File: src/rtl/reg_cr_file_pkg.sv
// Shared CR record layout, field-enable bit positions and the per-field write-merge used by
// both the register update and the read forwarding path. CR_MONOTONIC_EN gates tag clearing.
package reg_cr_file_pkg;

    localparam int NUM_CR = 4;
    localparam int AW     = (NUM_CR > 1) ? $clog2(NUM_CR) : 1;
    localparam int ADDR_W = 48;
    localparam int DATA_W = 24;
    localparam int CR_W   = 3*ADDR_W + 2*DATA_W + 1;

    localparam int OFF_BASE  = 0;
    localparam int OFF_LEN   = OFF_BASE  + ADDR_W;
    localparam int OFF_CUR   = OFF_LEN   + ADDR_W;
    localparam int OFF_PERMS = OFF_CUR   + ADDR_W;
    localparam int OFF_ATTR  = OFF_PERMS + DATA_W;
    localparam int OFF_TAG   = OFF_ATTR  + DATA_W;

    localparam int FE_BASE  = 0;
    localparam int FE_LEN   = 1;
    localparam int FE_CUR   = 2;
    localparam int FE_PERMS = 3;
    localparam int FE_ATTR  = 4;
    localparam int FE_TAG   = 5;
    localparam int FE_W     = 6;

    typedef struct packed {
        logic              tag;
        logic [DATA_W-1:0] attr;
        logic [DATA_W-1:0] perms;
        logic [ADDR_W-1:0] cur;
        logic [ADDR_W-1:0] len;
        logic [ADDR_W-1:0] base;
    } cr_t;

    typedef struct packed {
        logic [AW-1:0]     cr_addr;
        logic [FE_W-1:0]   cr_we;
        logic [ADDR_W-1:0] base;
        logic [ADDR_W-1:0] len;
        logic [ADDR_W-1:0] cur;
        logic [DATA_W-1:0] perms;
        logic [DATA_W-1:0] attr;
        logic              tag;
        logic              ar_we;
        logic [AW-1:0]     ar_addr;
        logic [ADDR_W-1:0] ar_data;
    } cr_wr_t;

    function automatic logic idx_valid(input logic [AW-1:0] idx);
        return (NUM_CR == (1 << AW)) || (32'(idx) < NUM_CR);
    endfunction

    // Contents of CR[idx] after this cycle's write set; the CR-path cur beats the AR path.
    function automatic cr_t cr_merge(input cr_t old, input logic [AW-1:0] idx, input cr_wr_t wr);
        cr_t  nxt;
        logic cr_hit;
        logic ar_hit;
        nxt    = old;
        cr_hit = idx_valid(wr.cr_addr) && (wr.cr_addr == idx);
        ar_hit = wr.ar_we && idx_valid(wr.ar_addr) && (wr.ar_addr == idx);
        if (cr_hit && wr.cr_we[FE_BASE])  nxt.base  = wr.base;
        if (cr_hit && wr.cr_we[FE_LEN])   nxt.len   = wr.len;
        if (cr_hit && wr.cr_we[FE_PERMS]) nxt.perms = wr.perms;
        if (cr_hit && wr.cr_we[FE_ATTR])  nxt.attr  = wr.attr;
        if (cr_hit && wr.cr_we[FE_TAG])   nxt.tag   = wr.tag;
        if (cr_hit && wr.cr_we[FE_CUR])   nxt.cur   = wr.cur;
        else if (ar_hit)                  nxt.cur   = wr.ar_data;
`ifdef CR_MONOTONIC_EN
        if (cr_hit && (|wr.cr_we) && !wr.cr_we[FE_TAG]) begin
            if ((nxt.base < old.base) ||
                (({1'b0, nxt.base} + {1'b0, nxt.len}) > ({1'b0, old.base} + {1'b0, old.len})))
                nxt.tag = 1'b0;
        end
`endif
        return nxt;
    endfunction

endpackage

File: src/rtl/reg_cr_file_fwd.sv
// Read-port forwarding mux: merges this cycle's writes into the addressed CR, zero if out of range.
// Purely combinational; the top registers the result.
module reg_cr_fwd
    import reg_cr_file_pkg::*;
(
    input  logic [AW-1:0] iw_raddr,
    input  cr_t           iw_old,
    input  cr_wr_t        iw_wr,
    output cr_t           ow_rd
);

    always_comb begin
        ow_rd = '0;
        if (idx_valid(iw_raddr))
            ow_rd = cr_merge(iw_old, iw_raddr, iw_wr);
    end

endmodule

File: src/rtl/reg_cr_file.sv
// Capability-register file: per-field CR writes plus AR cur writes, two registered read ports
// with same-cycle write forwarding (1-cycle latency, no stall). CR_MONOTONIC_EN enables tag clearing.
module reg_cr_file
    import reg_cr_file_pkg::*;
(
    input  logic              iw_clk,
    input  logic              iw_rst_n,
    input  logic [AW-1:0]     iw_cr_write_addr,
    input  logic              iw_cr_we_base,
    input  logic [ADDR_W-1:0] iw_cr_base,
    input  logic              iw_cr_we_len,
    input  logic [ADDR_W-1:0] iw_cr_len,
    input  logic              iw_cr_we_cur,
    input  logic [ADDR_W-1:0] iw_cr_cur,
    input  logic              iw_cr_we_perms,
    input  logic [DATA_W-1:0] iw_cr_perms,
    input  logic              iw_cr_we_attr,
    input  logic [DATA_W-1:0] iw_cr_attr,
    input  logic              iw_cr_we_tag,
    input  logic              iw_cr_tag,
    input  logic              iw_ar_write_enable,
    input  logic [AW-1:0]     iw_ar_write_addr,
    input  logic [ADDR_W-1:0] iw_ar_write_data,
    input  logic [AW-1:0]     iw_cr_raddr_a,
    input  logic [AW-1:0]     iw_cr_raddr_b,
    output logic [CR_W-1:0]   ow_cr_a,
    output logic [CR_W-1:0]   ow_cr_b,
    output logic              ow_wr_conflict
);

    cr_wr_t wr;
    cr_t    regs_q [NUM_CR];
    cr_t    regs_d [NUM_CR];
    cr_t    old_a;
    cr_t    old_b;
    cr_t    rd_a_d;
    cr_t    rd_a_q;
    cr_t    rd_b_d;
    cr_t    rd_b_q;
    logic   conflict_d;
    logic   conflict_q;

    always_comb begin
        wr                 = '0;
        wr.cr_addr         = iw_cr_write_addr;
        wr.cr_we[FE_BASE]  = iw_cr_we_base;
        wr.cr_we[FE_LEN]   = iw_cr_we_len;
        wr.cr_we[FE_CUR]   = iw_cr_we_cur;
        wr.cr_we[FE_PERMS] = iw_cr_we_perms;
        wr.cr_we[FE_ATTR]  = iw_cr_we_attr;
        wr.cr_we[FE_TAG]   = iw_cr_we_tag;
        wr.base            = iw_cr_base;
        wr.len             = iw_cr_len;
        wr.cur             = iw_cr_cur;
        wr.perms           = iw_cr_perms;
        wr.attr            = iw_cr_attr;
        wr.tag             = iw_cr_tag;
        wr.ar_we           = iw_ar_write_enable;
        wr.ar_addr         = iw_ar_write_addr;
        wr.ar_data         = iw_ar_write_data;
    end

    always_comb begin
        for (int i = 0; i < NUM_CR; i++)
            regs_d[i] = cr_merge(regs_q[i], AW'(i), wr);
    end

    always_comb begin
        conflict_d = iw_ar_write_enable && iw_cr_we_cur &&
                     (iw_ar_write_addr == iw_cr_write_addr) && idx_valid(iw_cr_write_addr);
    end

    // Out-of-range addresses select garbage here; the fwd mux zeroes them.
    assign old_a = regs_q[iw_cr_raddr_a];
    assign old_b = regs_q[iw_cr_raddr_b];

    reg_cr_fwd u_fwd_a (
        .iw_raddr (iw_cr_raddr_a),
        .iw_old   (old_a),
        .iw_wr    (wr),
        .ow_rd    (rd_a_d)
    );

    reg_cr_fwd u_fwd_b (
        .iw_raddr (iw_cr_raddr_b),
        .iw_old   (old_b),
        .iw_wr    (wr),
        .ow_rd    (rd_b_d)
    );

    always_ff @(posedge iw_clk) begin
        if (!iw_rst_n) begin
            for (int i = 0; i < NUM_CR; i++)
                regs_q[i] <= '0;
            rd_a_q     <= '0;
            rd_b_q     <= '0;
            conflict_q <= 1'b0;
        end else begin
            for (int i = 0; i < NUM_CR; i++)
                regs_q[i] <= regs_d[i];
            rd_a_q     <= rd_a_d;
            rd_b_q     <= rd_b_d;
            conflict_q <= conflict_d;
        end
    end

    assign ow_cr_a        = rd_a_q;
    assign ow_cr_b        = rd_b_q;
    assign ow_wr_conflict = conflict_q;

endmodule

File: config.mk
export PLATFORM = sky130hd
export DESIGN_NAME = reg_cr_file
export DESIGN_NICKNAME = d
export VERILOG_FILES = /design/src/rtl/reg_cr_file_pkg.sv /design/src/rtl/reg_cr_file_fwd.sv /design/src/rtl/reg_cr_file.sv
export SDC_FILE = /design/constraint.sdc
export NUM_CORES = 2
export LEC_CHECK = 0
export ABC_AREA = 1
export BUFFER_PORTS_ARGS = -buffer_cell sky130_fd_sc_hd__buf_2
export CORE_MARGIN = 1.5
export CORE_UTILIZATION = 55
export DETAILED_ROUTE_END_ITERATION = 12
export PLACE_DENSITY_LB_ADDON = 0.12
export SETUP_SLACK_MARGIN = 0.2
export SYNTH_ARGS = -nofsm -noshare
export SYNTH_HDL_FRONTEND = slang
export SYNTH_SLANG_ARGS = --single-unit
File: constraint.sdc
create_clock -name iw_clk -period 6.2 [get_ports iw_clk]
set_clock_uncertainty 0.15 [all_clocks]
set_input_delay 0 -clock iw_clk [delete_from_list [all_inputs] [get_ports iw_clk]]
set_output_delay 0 -clock iw_clk [all_outputs]
set_load 0.005 [all_outputs]
==> run_results.csv <==
group,metric,value,unit
setup_path,worstSetupPathType,"input port to flip-flop",
sta,slew_violations,0,
global_route,grt_util_met1,48.69,%
synthesis,ys_seq_area_share,53.34,%
die,start_util,55.71,%
routing,dr.pass1.iters,8,
setup_path,worstPathRequired,6.68,ns
sta,max-slew-margin-rel,15.93,%
pwr,p_clk_share,38.8,%
final_layout,nets,8311,
placed_design,placed_cell_area,0.06129,mm²
cts,cts_tree,"done",
setup_path,crit_arrival,5.02,ns
global_route,grt_max_degree,114,
routing,drt-initial-drc-count,7909,
pwr,swShare,28.19,%
synthesis,synth_warnings,0,
sta,fmaxAchievable,0.2203,GHz
worst_hold_path,min_to,"ow_cr_a[178]$_SDFF_PN0_",
global_route,top_usage_layer,"met2",
global_route,use_met2,61.77,%
routing,viasPerCell,6.071,
synthesis,synthArstFlopShare,0,%
synthesis,synth_area_leaders,"edfxtp_1, dfxtp_1, nor2_1",
cts,cts-root-buf,"clkbuf_16",
pwr,p_leak,31.56,nW
setup_path,start_kind,"input port",
sta,fin_ws,1.661,ns
placed_design,dpl.cell_count,8797,
sta,setup_viol_count_final,0,
sta,layout_min_cycle_time,4.539,ns
cts,cts.sinks,1159,
worst_hold_path,hp-start,"iw_cr_attr[10]",
global_route,gr-total-overflow,0,
synthesis,synth_cells,7265,
global_route,grt_pass1_wl,323900,µm
setup_path,crit_slowest_cell,"inv_1",
die,io_pins,645,
cts,path_clk_slew,0.06,ns
pwr,p_seq_share,45.6,%
final_layout,stdcell_count,9549,
setup_path,cp_top_family,"buffers and inverters",
die,die_w,327.7,µm
synthesis,yosys-top-cells-count,"nor2_1, nand2_1, edfxtp_1",
setup_path,regToRegEndpoint,"ow_cr_b[105]$_SDFF_PN0_",
sta,tns,0,ns
worst_hold_path,whs_path_depth,4,
synthesis,synth_most_common_cell,"nor2_1",
setup_path,worst-path-buf-inv,7,
cts,clkLatencyLatePin,0.76,ns
pwr,p_sw,5.705,mW
routing,detail-route-antenna-nets,0,
die,rows,118,
pwr,ir_drop,249.1,µV
job,cap_violations,0,
synthesis,synthFlopType,"edfxtp_1",
synthesis,synth.avg_cell_area,7.982,µm²
synthesis,synth_top_cell_area_share,39.98,%
die,core_area,0.1041,mm²
synthesis,synth-edff-count,772,
cts,cts_made_buffers,131,
setup_path,path_cells,"dlygate4sd3_1 > buf_8 > inv_8 > nand2_1 > nand2_4 > nand3_2 > buf_4 > inv_1 > buf_4 > nor2_1 > nor2_1 > dlygate4sd3_1",
placed_design,hpwl,115700,µm
routing,via_count,57970,
global_route,antenna_found_initial,16,
final_layout,fillers,8378,
sta,hold_viol_final,0,
pwr,p_int,14.53,mW
synthesis,synth_top_area_cell,"edfxtp_1",
global_route,met3_usage,9.795,%
run_status,status,"completed",
synthesis,syn_nets,7523,
setup_path,cp_max_fo,113,
final_layout,final_core_util,67.89,%
die,fp.dieH,327.7,µm
final_layout,syn_to_final_growth,21.86,%
placed_design,io_buffers,644,
worst_hold_path,min_path_type,"input port to flip-flop",
die,die_area,0.1074,mm²
setup_path,reg2reg_depth,7,
cts,clk_path_buf_depth,3,
setup_path,cp-end-kind,"flip-flop",
pwr,fin_total_pwr,20.24,mW
final_layout,design_area,0.07067,mm²
pwr,p_per_area,286.4,mW/mm²
placed_design,place_congestion,0.8852,
pwr,p_comb_share,15.6,%
routing,drc,0,
sta,whs,0.01415,ns
routing,routed_wl,218500,µm
placed_design,pre_cts_slack,2.210,ns
sta,finalCritPeriodShare,73.21,%
cts,post_cts_buffers,0,
synthesis,netlist_area,0.05799,mm²
global_route,grt_pass1_vias,56140,
setup_path,rrSetupSlack,4.15,ns
synthesis,synth_seq_cells,1159,
final_layout,drive_above_1_share,12.37,%
synthesis,synth_cell_type_count,30,
setup_path,critPathMaxStageDelay,0.63,ns
sta,worst_slew_pin_slew,1.260,ns
routing,post_drt_wl_per_cell,22.88,µm
global_route,grt_usage,39.36,%
sta,grt_setup_unrepaired,"false",
cts,htree_levels,4,
setup_path,r2r_start,"regs_q[0][105]$_SDFFCE_PN0P_",
[registers in the layout (all words and copies together), names as in the netlist]
name            cells
ow_cr_b           193
regs_q            772
ow_cr_a           193
ow_wr_conflict      1
[metal layers]
layer	part of all wire, %	wire (µm)
met4	6.3	13750
met5	0.054	119
met3	13	28210
met2	45	98920
met1	35	77480
[repair_timing]
item | CTS | global route
hold endpoints to repair | 1170 | 0
hold buffers | 503 | 0
resized for setup | 0 | 0
[worst max-delay path by stage]
stage / end / depth (start not counted) / from
after floorplan: regs_q[1][0]$_SDFFCE_PN0P_ / 6 / iw_cr_write_addr[0]
after global placement: ow_cr_a[39]$_SDFF_PN0_ / 10 / iw_cr_raddr_a[0]
final: ow_cr_a[17]$_SDFF_PN0_ / 12 / iw_cr_raddr_a[0]
after CTS: ow_cr_a[17]$_SDFF_PN0_ / 12 / iw_cr_raddr_a[0]
after global routing: ow_cr_a[17]$_SDFF_PN0_ / 12 / iw_cr_raddr_a[0]
after detailed placement: ow_cr_a[33]$_SDFF_PN0_ / 10 / iw_cr_raddr_a[0]
[area by class of cell]
type	count	area, µm²	share of cell area (%)
Multi-Input combinational cell	4844	22070	31.24
Inverter	672	2545	3.601
Clock buffer	193	3864	5.468
Timing Repair Buffer	1245	9050	12.81
Tap cell	1380	1727	2.443
Sequential cell	1159	30930	43.77
Antenna cell	7	17.52	0.02479
Clock inverter	49	460.4	0.6516
[cells by family after synthesis]
group	synth area share, %
AOI/OAI and AO/OA	13.92
DFF	53.34
buffers and inverters	9.084
xor gates and xnor gates	0.1251
and+or+nand+nor	23.53
[worst min-delay path, delay by kind of cell]
family | cells | cell delay [ns]
and+or+nand+nor | 1 | 0.12
AOI/OAI and AO/OA | 1 | 0.09
buffers and inverters | 2 | 0.66
[cells in the final DEF, fill, tap and decap left out, types with 6 or more instances in the layout]
master	Yosys	routed
clkbuf_16	0	141
a21oi_1	482	482
o21ai_2	1	7
nand3_2	2	12
clkinv_2	0	22
inv_1	664	662
dlygate4sd3_1	0	503
nand4_1	229	229
o211ai_1	142	142
o21ai_4	0	10
nand2_1	1216	1204
nand2_2	5	15
nand3_1	474	460
clkbuf_8	0	14
clkinv_1	0	6
nor2_1	1365	1364
o21ai_0	749	733
buf_4	29	98
diode_2	0	7
o21ai_1	167	167
edfxtp_1	772	772
clkbuf_1	301	38
dfxtp_1	387	387
buf_2	172	638
[power groups by stage]
stage	sequential, mW	combinational (mW)	clock, mW
finish	9.23	3.16	7.84
global route	9.28	3.41	8.16
CTS	9.21	3.05	7.85
detailed placement	9.37	2.76	0
global placement	9.36	2.71	0
floorplan	9.32	1.63	0
(Power assumes the default switching activity.)
